<file path="src/rtl/mem_ctrl_pkg.sv">
// Shared definitions for the byte-serial memory controller: FSM states,
// lsb_size codes, the IO window constant and a few named constants.
package mem_ctrl_pkg;

    typedef enum logic [1:0] {
        IDLE  = 2'd0,
        IF_RD = 2'd1,
        LS_RD = 2'd2,
        LS_WR = 2'd3
    } state_t;

    localparam logic [1:0] SIZE_B = 2'd0;
    localparam logic [1:0] SIZE_H = 2'd1;
    localparam logic [1:0] SIZE_W = 2'd2;

    localparam logic [1:0] IO_WINDOW = 2'b11;

    localparam logic        TRUE   = 1'b1;
    localparam logic        FALSE  = 1'b0;
    localparam logic [31:0] NULL32 = 32'd0;
    localparam logic [7:0]  NULL8  = 8'd0;

    // Reserved size code 3 is treated as a full word.
    function automatic logic [2:0] size_bytes(input logic [1:0] size);
        case (size)
            SIZE_B:  size_bytes = 3'd1;
            SIZE_H:  size_bytes = 3'd2;
            SIZE_W:  size_bytes = 3'd4;
            default: size_bytes = 3'd4;
        endcase
    endfunction

endpackage

</file>
<file path="src/rtl/mem_ctrl_byte_asm.sv">
// Little-endian read assembler: inserts one RAM byte per capture into a
// 32-bit word at the lane selected by idx; word_next exposes the merged value.
module mem_ctrl_byte_asm
    import mem_ctrl_pkg::*;
(
    input  logic        clk,
    input  logic        en,
    input  logic        clear,
    input  logic        capture,
    input  logic [1:0]  idx,
    input  logic [7:0]  din,
    output logic [31:0] word,
    output logic [31:0] word_next
);

    always_comb begin
        word_next = word;
        if (capture) begin
            word_next[{idx, 3'b000} +: 8] = din;
        end
    end

    always_ff @(posedge clk) begin
        if (en) begin
            word <= clear ? NULL32 : word_next;
        end
    end

endmodule

</file>
<file path="src/rtl/mem_ctrl.sv">
// Byte-wide RAM/IO controller arbitrating fetch and load/store traffic.
// Optional IO write back-pressure is enabled with `define MEMCTRL_IO_STALL_EN.
module mem_ctrl
    import mem_ctrl_pkg::*;
#(
    parameter int         ADDR_W = 32,
    parameter logic [1:0] IO_HI  = IO_WINDOW
) (
    input  logic              clk,
    input  logic              rst,
    input  logic              rdy,
    input  logic              jp_wrong,
    input  logic              if_req,
    input  logic [ADDR_W-1:0] if_addr,
    output logic              if_done,
    output logic [31:0]       if_data,
    input  logic              lsb_req,
    input  logic              lsb_we,
    input  logic [ADDR_W-1:0] lsb_addr,
    input  logic [1:0]        lsb_size,
    input  logic [31:0]       lsb_wdata,
    output logic              lsb_done,
    output logic [31:0]       lsb_rdata,
    input  logic [7:0]        mem_din,
    output logic [7:0]        mem_dout,
    output logic [ADDR_W-1:0] mem_a,
    output logic              mem_wr,
    input  logic              io_buffer_full
);

    state_t            state_q, state_n;
    logic [2:0]        cnt_q, cnt_n;
    logic [2:0]        nbytes_q, nbytes_n;
    logic [ADDR_W-1:0] base_q, base_n;
    logic [ADDR_W-1:0] mem_a_q, mem_a_n;
    logic [31:0]       wdata_q, wdata_n;
    logic [7:0]        mem_dout_q, mem_dout_n;
    logic              mem_wr_q, mem_wr_n;
    logic              if_done_q, if_done_n;
    logic              lsb_done_q, lsb_done_n;
    logic [31:0]       if_data_q, if_data_n;
    logic [31:0]       lsb_rdata_q, lsb_rdata_n;
    logic              asm_clear, asm_capture;
    logic [31:0]       asm_word, asm_word_next;
    logic              io_stall;
    logic              in_read;

    assign in_read = (state_q == IF_RD) || (state_q == LS_RD);

`ifdef MEMCTRL_IO_STALL_EN
    assign io_stall = (state_q == LS_WR) && (base_q[17:16] == IO_HI) && io_buffer_full;
`else
    logic unused_io;
    assign io_stall  = FALSE;
    assign unused_io = io_buffer_full & (base_q[17:16] == IO_HI);
`endif

    // Lane for the byte arriving now: cycle k captures byte k-2 (mod 4).
    mem_ctrl_byte_asm u_asm (
        .clk       (clk),
        .en        (rdy),
        .clear     (asm_clear),
        .capture   (asm_capture),
        .idx       (cnt_q[1:0] - 2'd2),
        .din       (mem_din),
        .word      (asm_word),
        .word_next (asm_word_next)
    );

    always_comb begin
        state_n     = state_q;
        cnt_n       = cnt_q;
        nbytes_n    = nbytes_q;
        base_n      = base_q;
        mem_a_n     = mem_a_q;
        wdata_n     = wdata_q;
        mem_dout_n  = mem_dout_q;
        mem_wr_n    = FALSE;
        if_done_n   = FALSE;
        lsb_done_n  = FALSE;
        if_data_n   = if_data_q;
        lsb_rdata_n = lsb_rdata_q;
        asm_clear   = FALSE;
        asm_capture = FALSE;

        case (state_q)
            IDLE: begin
                // The cycle after a done pulse is a cooldown: the requester
                // still holds its request and must not be accepted twice.
                if (!jp_wrong && !if_done_q && !lsb_done_q) begin
                    if (lsb_req) begin
                        base_n    = lsb_addr;
                        mem_a_n   = lsb_addr;
                        cnt_n     = 3'd1;
                        nbytes_n  = size_bytes(lsb_size);
                        asm_clear = TRUE;
                        if (lsb_we) begin
                            state_n    = LS_WR;
                            wdata_n    = lsb_wdata;
                            mem_dout_n = lsb_wdata[7:0];
                            mem_wr_n   = TRUE;
                        end else begin
                            state_n = LS_RD;
                        end
                    end else if (if_req) begin
                        base_n    = if_addr;
                        mem_a_n   = if_addr;
                        cnt_n     = 3'd1;
                        nbytes_n  = 3'd4;
                        asm_clear = TRUE;
                        state_n   = IF_RD;
                    end
                end
            end

            IF_RD, LS_RD: begin
                if (jp_wrong) begin
                    state_n = IDLE;
                    cnt_n   = 3'd0;
                end else begin
                    asm_capture = (cnt_q >= 3'd2);
                    if (cnt_q == nbytes_q + 3'd1) begin
                        state_n = IDLE;
                        cnt_n   = 3'd0;
                        if (state_q == IF_RD) begin
                            if_done_n = TRUE;
                            if_data_n = asm_word_next;
                        end else begin
                            lsb_done_n  = TRUE;
                            lsb_rdata_n = asm_word_next;
                        end
                    end else begin
                        cnt_n = cnt_q + 3'd1;
                        if (cnt_q < nbytes_q) begin
                            mem_a_n = base_q + ADDR_W'(cnt_q);
                        end
                    end
                end
            end

            LS_WR: begin
                if (io_stall) begin
                    mem_wr_n = mem_wr_q;
                end else if (cnt_q == nbytes_q) begin
                    state_n    = IDLE;
                    cnt_n      = 3'd0;
                    lsb_done_n = TRUE;
                end else begin
                    cnt_n      = cnt_q + 3'd1;
                    mem_a_n    = base_q + ADDR_W'(cnt_q);
                    mem_dout_n = wdata_q[{cnt_q[1:0], 3'b000} +: 8];
                    mem_wr_n   = TRUE;
                end
            end

            default: state_n = IDLE;
        endcase
    end

    always_ff @(posedge clk or posedge rst) begin
        if (rst) begin
            state_q     <= IDLE;
            cnt_q       <= 3'd0;
            nbytes_q    <= 3'd0;
            mem_a_q     <= '0;
            mem_dout_q  <= NULL8;
            mem_wr_q    <= FALSE;
            if_done_q   <= FALSE;
            lsb_done_q  <= FALSE;
            if_data_q   <= NULL32;
            lsb_rdata_q <= NULL32;
        end else if (rdy) begin
            state_q     <= state_n;
            cnt_q       <= cnt_n;
            nbytes_q    <= nbytes_n;
            mem_a_q     <= mem_a_n;
            mem_dout_q  <= mem_dout_n;
            mem_wr_q    <= mem_wr_n;
            if_done_q   <= if_done_n;
            lsb_done_q  <= lsb_done_n;
            if_data_q   <= if_data_n;
            lsb_rdata_q <= lsb_rdata_n;
        end
    end

    always_ff @(posedge clk) begin
        if (rdy) begin
            base_q  <= base_n;
            wdata_q <= wdata_n;
        end
    end

    // While frozen in a read, present the address whose byte is still owed,
    // so mem_din already holds it on the first cycle after rdy returns.
    assign mem_a    = (!rdy && in_read) ? (base_q + ADDR_W'(cnt_q) - ADDR_W'(2)) : mem_a_q;
    assign mem_wr   = mem_wr_q & rdy & ~io_stall;
    assign mem_dout = mem_dout_q;
    assign if_done  = if_done_q;
    assign if_data  = if_data_q;
    assign lsb_done  = lsb_done_q;
    assign lsb_rdata = lsb_rdata_q;

endmodule

</file>
<file path="config.mk">
export PLATFORM = sky130hd
export DESIGN_NAME = mem_ctrl
export DESIGN_NICKNAME = d
export VERILOG_FILES = /design/src/rtl/mem_ctrl_pkg.sv /design/src/rtl/mem_ctrl_byte_asm.sv /design/src/rtl/mem_ctrl.sv
export SDC_FILE = /design/constraint.sdc
export NUM_CORES = 1
export LEC_CHECK = 0
export BUFFER_PORTS_ARGS = -buffer_cell sky130_fd_sc_hd__buf_4
export CAP_MARGIN = 25
export CORE_MARGIN = 4
export CORE_UTILIZATION = 40
export DETAILED_ROUTE_END_ITERATION = 7
export PLACE_DENSITY = 0.58
export SLEW_MARGIN = 20
export SYNTH_ARGS = -nofsm -noshare
export SYNTH_HDL_FRONTEND = slang
export SYNTH_SLANG_ARGS = --single-unit
</file>
<file path="constraint.sdc">
create_clock -name clk -period 5.1 [get_ports clk]
set_input_delay 0.51 -clock clk [delete_from_list [all_inputs] [get_ports clk]]
set_output_delay 0.51 -clock clk [all_outputs]
set_load 0.05 [all_outputs]
</file>
==> results of run 1 <==
[power groups by stage]
stage | sequential, mW | clock [mW] | combinational (mW)
after floorplan | 3.54 | 0 | 2.18
after global placement | 2.64 | 0 | 4.42
after detailed placement | 2.65 | 0 | 4.47
after CTS | 2.63 | 1.88 | 4.47
after global routing | 2.69 | 1.96 | 4.76
final | 2.63 | 1.83 | 4.44
[per-stage QoR]
stage          hold WS [ns]  utilization  std cells  setup slack (ns)  power [mW]
6_report             0.1459       0.5164       1681            0.3230       8.895
5_1_grt              0.1292       0.5164       1681            0.1258       9.411
4_1_cts              0.1218       0.5161       1681            0.1765       8.980
3_5_place_dp         0.4109       0.4846       1635            0.7689       7.113
3_3_place_gp         0.4126       0.4846       1635            0.7568       7.060
2_1_floorplan        0.4460            -       1083            0.6005       5.726
[cells by family (layout without fill, tap and decap cells)]
family          count (synthesis)  in the layout  share of synthesized area
flops                         211            211                     0.5194
compound gates                220            220                     0.1116
mux                            86             86                    0.09319
simple gates                  412            412                     0.1815
xor+xnor                       54             54                    0.04400
fa+ha+maj                      18             18                    0.02098
buf+inv                        82            308                    0.02933
[cell usage after synthesis, types with 3 or more instances]
library cell | n | area (um2)
a21o_1 | 6 | 45.04
a21oi_1 | 120 | 600.6
a31oi_1 | 6 | 37.54
and2_1 | 5 | 31.28
and3_1 | 24 | 150.1
buf_1 | 11 | 41.29
buf_2 | 5 | 25.02
buf_4 | 3 | 22.52
clkbuf_1 | 38 | 142.6
dfrtp_1 | 115 | 2878
edfxtp_1 | 96 | 2883
ha_1 | 17 | 212.7
inv_1 | 24 | 90.09
mux2_2 | 58 | 653.1
mux2i_1 | 20 | 200.2
mux4_2 | 8 | 180.2
nand2_1 | 117 | 439.2
nand2b_1 | 6 | 37.54
nand3_1 | 23 | 115.1
nand4_1 | 12 | 75.07
nor2_1 | 154 | 578.1
nor2b_1 | 3 | 18.77
nor3_1 | 18 | 90.09
nor4_1 | 8 | 50.05
nor4_2 | 3 | 37.54
o21a_1 | 4 | 30.03
o21ai_0 | 52 | 260.3
o21ai_1 | 3 | 15.01
o41ai_1 | 3 | 26.28
or2_2 | 4 | 25.02
or3_1 | 7 | 43.79
or4_4 | 3 | 33.78
xnor2_1 | 38 | 332.8
xor2_1 | 14 | 122.6
[path summary, 6_finish.rpt]
check / depth (start not counted) / end / slack, ns
max in group asynchronous: 4 / mem_a_q[6]$_DFFE_PP0P_ / 3.52
max reg2reg: 9 / if_data[12]$_DFFE_PP0P_ / 1.74
min reg2reg: 1 / mem_wr_q$_DFFE_PP0P_ / 0.48
min in group asynchronous: 3 / lsb_rdata[13]$_DFFE_PP0P_ / 0.44
max: 11 / mem_a[31] / 0.32
min: 1 / wdata_q[8]$_DFFE_PP_ / 0.15
[layout make-up]
class | instances | area [um2]
Clock buffer | 34 | 699.4
Clock inverter | 11 | 143.9
Fill cell | 2500 | 13110
Inverter | 25 | 96.34
Multi-Input combinational cell | 790 | 5040
Sequential cell | 211 | 5761
Tap cell | 372 | 465.4
Timing Repair Buffer | 238 | 1789
[critical path, cell delays in order (launching register included)]
cell,delay [ns]
dfrtp_1,0.50
ha_1,0.46
a21oi_2,0.14
buf_4,0.18
or4_4,0.59
or4_4,0.60
xor2_2,0.34
o31ai_1,0.21
nor4_1,0.26
mux2i_1,0.11
nand3_1,0.11
buf_4,0.21
[layer usage]
| metal | vias to the layer above | part of all wire | track usage | wire (um) |
|---|---|---|---|---|
| li1 | 4268 | - | - | - |
| met2 | 245 | 0.46 | 0.3089 | 13920 |
| met1 | 4157 | 0.44 | 0.2631 | 13370 |
| met4 | 0 | 0.022 | 0.04386 | 659 |
| met3 | 36 | 0.073 | 0.05220 | 2205 |
| met5 | - | 0 | 0 | 0 |
[state kept, by name, indices dropped and copies added (netlist names), 2 cells and up]
register,flops
if_data,32
nbytes_q,3
wdata_q,32
cnt_q,3
base_q,32
mem_a_q,32
lsb_rdata,32
u_asm.word,32
state_q,2
mem_dout,8
[timing repair]
action	in CTS	in global routing
setup endpoints to repair	0	7
endpoints found under the hold margin	7	0
hold buffers	1	0
resized for setup	0	1
==> impl_metrics.tcl, run 1 <==
set metrics [dict create \
    final_common_cell "buf_4" \
    vias 8706 \
    cp-startpoint "cnt_q[2]$_DFFE_PP0P_" \
    slew_viol_final 0 \
    tns_ns 0 \
    antenna_left 0 \
    postSynthNetCount 1215 \
    gr-total-overflow 0 \
    hold_path_class "in2reg" \
    grt_pass1_wl_um 47550 \
    cts_sinks 211 \
    cp-end-kind "output pin" \
    syn_area_um2 11090 \
    cts_setup_buffers 0 \
    ys_async_sr_fraction 0.5450 \
    hp-start "lsb_wdata[8]" \
    tritoncts "built" \
    antenna_found_initial 0 \
    ys.flop_type "dfrtp_1" \
    relSlewSlack 0.3786 \
    design_area_um2 13990 \
    dr.pass1.iters 7 \
    grt_usage 0.1925 \
    max_freq_mhz 209.3 \
    clock_latency_ns 0.53 \
    internal-power_mw 4.845 \
    core_um2 27100 \
    setup_violations 0 \
    nets 1423 \
    synth_warnings 0 \
    fp.dieH_um 174.5 \
    clockRootBuffer "clkbuf_16" \
    finalWirelength_um 30160 \
    fin_crit_sh 0.9367 \
    seq_area_frac_synth 0.5194 \
    placed_area_um2 13130 \
    worstSetupStartpointType "flop" \
    wl_per_cell_um 17.94 \
    arrival_ns 4.27 \
    cts.path.max_buffers 3 \
    critical_path_class "reg2out" \
    drt_iter0_drc 621 \
    clkPwrFrac 0.206 \
    p_switching_mw 4.050 \
    worstReg2RegStart "cnt_q[0]$_DFFE_PP0P_" \
    synth.avg_cell_area_um2 10.24 \
    cts_buffers 25 \
    area.growth.synth_to_final_pct 26.18 \
    fin_crit_ns 4.777 \
    layout_common_cells "237 x buf_4, 150 x nor2_1, 118 x a21oi_1" \
    core.rowCount 60 \
    seqPwrFrac 0.295 \
    ios 221 \
    clock_skew_ns 0.01622 \
    worst_pin_slew_ns 0.9321 \
    comb_power_share 0.499 \
    die-area_um2 30460 \
    outcome "finished, final reports clean" \
    drive_above_1_share 0.2880 \
    syn_inst 1083 \
    synth-edff-count 96 \
    maxCapViolCount 0 \
    grt_max_degree 65 \
    place_congestion 0.8451 \
    ys_types 75 \
    insertedDiodeCount 0 \
    cellLeakagePower_nw 5.928 \
    crit_fanout 7 \
    synth_seq_cells 211 \
    via_per_inst 5.179 \
    clk_pin_slew_ns 0.06 \
    initial_core_util 0.4092 \
    io_buffers 219 \
    finalHoldViolations 0 \
    crit_required_ns 4.59 \
    rsz0062_at_grt "no" \
    htreeDepth 1 \
    grt_pass1_vias 8575 \
    drcViolationCount 0 \
    dp_hpwl_um 21170 \
    die_w_um 174.5 \
    swShare 0.4553 \
    ir_drop_mv 0.4386 \
    power_density_nw_per_um2 635.6 \
]
No activity file was read; power rests on OpenSTA's default activity.
==> inputs of run 2 (changes only) <==
--- a/config.mk
+++ b/config.mk
@@ -5,12 +5,13 @@
 export SDC_FILE = /design/constraint.sdc
 export NUM_CORES = 1
 export LEC_CHECK = 0
-export BUFFER_PORTS_ARGS = -buffer_cell sky130_fd_sc_hd__buf_4
 export CAP_MARGIN = 25
 export CORE_MARGIN = 4
 export CORE_UTILIZATION = 40
 export DETAILED_ROUTE_END_ITERATION = 7
-export PLACE_DENSITY = 0.58
+export DONT_BUFFER_PORTS = 1
+export PLACE_DENSITY = 0.51
+export SKIP_LAST_GASP = 1
 export SLEW_MARGIN = 20
 export SYNTH_ARGS = -nofsm -noshare
 export SYNTH_HDL_FRONTEND = slang
==> run 2 against run 1 <==
Utilization fell by 5.3 points. Critical path depth fell by 1. Sequential power up 38%. Sequential cell count is the same. Fmax shrank 0.46%. Non-clock buffer count down 191. Worst hold slack worse by 0.12 ns. Final cell count fell by 11%. Sequential share of layout area up 4.7 points. Global-route usage shrank 0.42 points. Final area fell by 10%. Critical path type unchanged. First-iteration DRC count is 16% lower.
==> impl_metrics.tcl, run 2 (synthesis results as in run 1) <==
set metrics [dict create \
    outcome "finished, final reports clean" \
    place_congestion 0.8581 \
    critical_path_class "reg2out" \
    setup_violations 0 \
    layout_common_cells "150 x nor2_1, 119 x a21oi_1, 116 x nand2_1" \
    gr-total-overflow 0 \
    cp-end-kind "output pin" \
    clock_latency_ns 0.52 \
    cp_cell_sequence "ha_1 > fa_1 > xnor2_1 > ha_1 > a21boi_1 > nand2b_1 > nor4_1 > nor3_1 > o31ai_2 > buf_4" \
    ios 221 \
    internal-power_mw 4.336 \
    maxCapViolCount 0 \
    cellLeakagePower_nw 4.974 \
    insertedDiodeCount 0 \
    via_per_inst 5.312 \
    drcViolationCount 0 \
    crit_fanout 5 \
    relSlewSlack 0.2968 \
    antenna_left 0 \
    hold_path_class "in2async" \
    clockRootBuffer "clkbuf_16" \
    cts_buffers 25 \
    initial_core_util 0.4092 \
    vias 7915 \
    max_freq_mhz 208.4 \
    arrival_ns 4.29 \
    use_met3 0.04350 \
    cts.path.max_buffers 3 \
    final_common_cell "nor2_1" \
    met1_usage 0.2521 \
    place_ws_ns 0.7728 \
    grt_pass1_vias 8010 \
    clk_pin_slew_ns 0.06 \
    slowest_stage "a21boi_1" \
    p_switching_mw 3.931 \
    fin_worst_hold_slack_ns 0.02298 \
    holdBufCountCts 0 \
    crit_required_ns 4.59 \
    power.total_mw 8.267 \
    critical_path.max_stage_delay_ns 0.57 \
    fin_crit_ns 4.799 \
    clkPwrFrac 0.203 \
    core.rowCount 60 \
    cpMostUsedCell "ha_1" \
    finalWirelength_um 29390 \
    dr.pass1.iters 5 \
    die_w_um 174.5 \
    fin_crit_sh 0.9410 \
    seqPwrFrac 0.440 \
    area.growth.synth_to_final_pct 13.20 \
    die-area_um2 30460 \
    worstSetupStartpointType "flop" \
    tns_ns 0 \
    swShare 0.4755 \
    comb_power_share 0.357 \
    grt_max_degree 70 \
    grt_usage 0.1884 \
    core_um2 27100 \
    ir_drop_mv 0.3237 \
    use_met2 0.3177 \
    grt.busiest_layer "met2" \
    slew_viol_final 0 \
    fin_ws_ns 0.3007 \
    cts_sinks 211 \
    worst_pin_slew_ns 1.058 \
    nets 1232 \
    drt_iter0_drc 524 \
    antenna_found_initial 0 \
    htreeDepth 1 \
    tritoncts "built" \
    power_density_nw_per_um2 658.5 \
    wl_per_cell_um 19.73 \
    drive_above_1_share 0.1699 \
    grt_pass1_wl_um 46230 \
    fillCellCount 2614 \
    fp.dieH_um 174.5 \
    rsz0062_at_grt "no" \
    clock_skew_ns 0.01067 \
    dp_hpwl_um 20600 \
    io_buffers 0 \
    finalHoldViolations 0 \
]
## run 2: final timing paths
check / startpoint / endpoint / slack [ns] / depth (start not counted)
max in group asynchronous: rst / mem_a_q[14]$_DFFE_PP0P_ / 3.75 / 2
max: cnt_q[0]$_DFFE_PP0P_ / mem_a[21] / 0.30 / 10
max reg2reg: cnt_q[0]$_DFFE_PP0P_ / if_data[23]$_DFFE_PP0P_ / 1.65 / 9
min in group clk: lsb_size[0] / nbytes_q[0]$_DFFE_PP0P_ / 0.08 / 1
min reg2reg: mem_wr_q$_DFFE_PP0P_ / mem_wr_q$_DFFE_PP0P_ / 0.49 / 1
min: rst / if_data[13]$_DFFE_PP0P_ / 0.02 / 1
## run 2: routing by layer
| layer | share of wire | wire (um) | vias to the layer above |
|---|---|---|---|
| met5 | 0 | 0 | - |
| met4 | 0.015 | 430 | 0 |
| met3 | 0.059 | 1748 | 27 |
| met2 | 0.48 | 14120 | 188 |
| met1 | 0.45 | 13090 | 3816 |
| li1 | - | - | 3884 |
## run 2: repair_timing
| item | in CTS | in global routing |
|---|---|---|
| endpoints found under the setup margin | 0 | 4 |
| buffers inserted | 0 | 0 |
| resized for setup | 0 | 3 |
## run 2: cell type report
type	instances	area, um2	share of cell area
multi-input cells	790	5061	0.4031
well taps	372	465.4	0.03707
repair buffers	47	397.9	0.03169
clock buffers	36	718.2	0.05721
clock inverters	9	55.05	0.004385
inverters	25	96.34	0.007674
flip-flops and latches	211	5761	0.4588
## run 2: stage by stage
stage	utilization	cell area [um2]	instances
2_1_floorplan	-	11090	1083
3_3_place_gp	0.4329	11730	1444
3_5_place_dp	0.4329	11730	1444
4_1_cts	0.4615	12510	1489
5_1_grt	0.4633	12550	1490
6_report	0.4633	12550	1490
## run 2: worst max-delay path: cells and delay by family, from the launching register on
| kind | cells | cell delay (ns) |
|---|---|---|
| fa+ha+maj | 3 | 1.06 |
| xor+xnor | 1 | 0.35 |
| flops | 1 | 0.38 |
| compound gates | 2 | 0.90 |
| buf+inv | 1 | 0.26 |
| simple gates | 3 | 0.83 |
## run 2: power groups by stage
stage	sequential, mW	combinational [mW]	clock [mW]
2_1_floorplan	3.54	2.18	0
3_3_place_gp	3.67	2.92	0
3_5_place_dp	3.68	2.96	0
4_1_cts	3.65	2.97	1.73
5_1_grt	3.71	3.25	1.80
6_report	3.64	2.95	1.68
==> inputs of run 3 (changes only) <==
--- a/config.mk
+++ b/config.mk
@@ -7,10 +7,10 @@
 export LEC_CHECK = 0
 export CAP_MARGIN = 25
 export CORE_MARGIN = 4
-export CORE_UTILIZATION = 40
+export CORE_UTILIZATION = 65
 export DETAILED_ROUTE_END_ITERATION = 7
 export DONT_BUFFER_PORTS = 1
-export PLACE_DENSITY = 0.51
+export PLACE_DENSITY = 0.78
 export SKIP_LAST_GASP = 1
 export SLEW_MARGIN = 20
 export SYNTH_ARGS = -nofsm -noshare
==> constraint.sdc (replaced) <==
create_clock -name clk -period 5.7 [get_ports clk]
set_input_delay 0.57 -clock clk [delete_from_list [all_inputs] [get_ports clk]]
set_output_delay 0.57 -clock clk [all_outputs]
set_load 0.05 [all_outputs]
==> run 3 against run 2 <==
Routed wire length decreased by 10%. Clock-buffer cell count fell by 6. Die area shrank 37%. Critical path type unchanged. Critical endpoint is now mem_a[31]. Largest cell class unchanged.
==> impl_metrics.tcl, run 3 (synthesis results as in run 1) <==
set metrics [dict create \
    worstReg2RegStart "cnt_q[2]$_DFFE_PP0P_" \
    cts_resized 0 \
    grt_max_degree 65 \
    htreeDepth 1 \
    dr.pass1.iters 5 \
    relSlewSlack 0.2575 \
    cp-end-kind "output pin" \
    cts_sinks 211 \
    power.total_mw 7.275 \
    ir_drop_mv 0.4846 \
    grt_usage 0.2660 \
    outcome "finished, final reports clean" \
    cts_setup_buffers 0 \
    tns_ns 0 \
    slowest_stage "a21boi_1" \
    fillCellCount 1190 \
    final_common_cell "nor2_1" \
    hold_path_class "in2async" \
    cp-startpoint "cnt_q[0]$_DFFE_PP0P_" \
    cellLeakagePower_nw 4.888 \
    fp.dieH_um 138.6 \
    core.rowCount 47 \
    drt_iter0_drc 661 \
    gr-total-overflow 0 \
    critical_path.max_stage_delay_ns 0.84 \
    arrival_ns 4.59 \
    holdBufCountCts 0 \
    power_density_nw_per_um2 595.0 \
    fin_crit_ns 5.157 \
    clock_skew_ns 0.01473 \
    worstSetupStartpointType "flop" \
    cpMostUsedCell "ha_1" \
    io_buffers 0 \
    finalWirelength_um 26450 \
    vias 8219 \
    initial_core_util 0.6664 \
    crit_family "simple AND/OR/NAND/NOR gates" \
    ios 221 \
    insertedDiodeCount 0 \
    antenna_left 0 \
    clockRootBuffer "clkbuf_16" \
    place_congestion 0.9150 \
    area.growth.synth_to_final_pct 10.23 \
    die_w_um 138.6 \
    dp_hpwl_um 18220 \
    layout_common_cells "150 x nor2_1, 119 x a21oi_1, 116 x nand2_1" \
    grt_pass1_wl_um 42160 \
    setup_violations 0 \
    clock_latency_ns 0.52 \
    crit_fanout 8 \
    tritoncts "built" \
    antenna_found_initial 0 \
    drive_above_1_share 0.1599 \
    maxCapViolCount 0 \
    cts.path.max_buffers 3 \
    cp_cell_sequence "ha_1 > fa_1 > xnor2_1 > ha_1 > a21boi_1 > nand2b_1 > nor4_2 > mux2i_1 > nand3_1" \
    clk_pin_slew_ns 0.06 \
    critical_path_buf_inv_count 0 \
    max_freq_mhz 193.9 \
    cts_buffers 23 \
    finalHoldViolations 0 \
    slew_viol_final 0 \
    core_um2 16640 \
    worst_pin_slew_ns 1.117 \
    crit_required_ns 5.13 \
    drcViolationCount 0 \
    fin_crit_sh 0.9047 \
    via_per_inst 6.222 \
    die-area_um2 19220 \
    nets 1216 \
    grt_pass1_vias 7933 \
    wl_per_cell_um 20.02 \
    rsz0062_at_grt "no" \
    critical_path_class "reg2out" \
]
[run 3: cell count changes in the layout (fill, tap and decap cells not counted), sizes merged]
cell and delta:
buf -14, bufinv +1, clkbuf -6, clkinv -3, clkinvlp +2, inv +3
[run 3: layout make-up]
cell class	count	area [um2]	area share
well taps	220	275.3	0.02252
flip-flops and latches	211	5761	0.4712
multi-input cells	790	5044	0.4125
clock buffers	30	663.1	0.05424
inverters	25	96.34	0.007880
clock inverters	12	118.9	0.009723
repair buffers	33	267.8	0.02190
[run 3: power by group]
group | internal (mW) | switching [mW] | total (mW) | leakage (nW)
sequential | 2.07 | 1.18 | 3.24 | 2.37
combinational | 0.840 | 1.68 | 2.52 | 2.14
clock | 0.880 | 0.629 | 1.51 | 0.378
total | 3.79 | 3.49 | 7.27 | 4.89
[run 3: through the flow]
stage | std cells | worst slack (ns) | utilization | instance area (um2) | hold WS, ns
2_1_floorplan | 1083 | 1.141 | - | 11090 | 0.4460
3_3_place_gp | 1278 | 1.254 | 0.6857 | 11410 | 0.4592
3_5_place_dp | 1278 | 1.157 | 0.6857 | 11410 | 0.4677
4_1_cts | 1320 | 0.5863 | 0.7327 | 12190 | 0.06146
5_1_grt | 1321 | 0.3841 | 0.7346 | 12230 | 0.1065
6_report | 1321 | 0.5431 | 0.7346 | 12230 | 0.04120
[run 3: worst paths after layout]
check	cells after the start	slack, ns	endpoint
min	1	0.04	lsb_rdata[23]$_DFFE_PP0P_
min in group clk	1	0.14	nbytes_q[0]$_DFFE_PP0P_
max reg2reg	8	2.43	mem_a_q[26]$_DFFE_PP0P_
min reg2reg	1	0.48	mem_wr_q$_DFFE_PP0P_
max in group asynchronous	2	4.37	cnt_q[2]$_DFFE_PP0P_
max	9	0.54	mem_a[31]
[run 3: routing by layer]
metal | wire length [um] | track usage | up-vias
met1 | 11250 | 0.3741 | 4000
met2 | 12720 | 0.4283 | 290
met4 | 616 | 0.06643 | 0
li1 | - | - | 3871
met5 | 0 | 0.002506 | -
met3 | 1862 | 0.05828 | 58
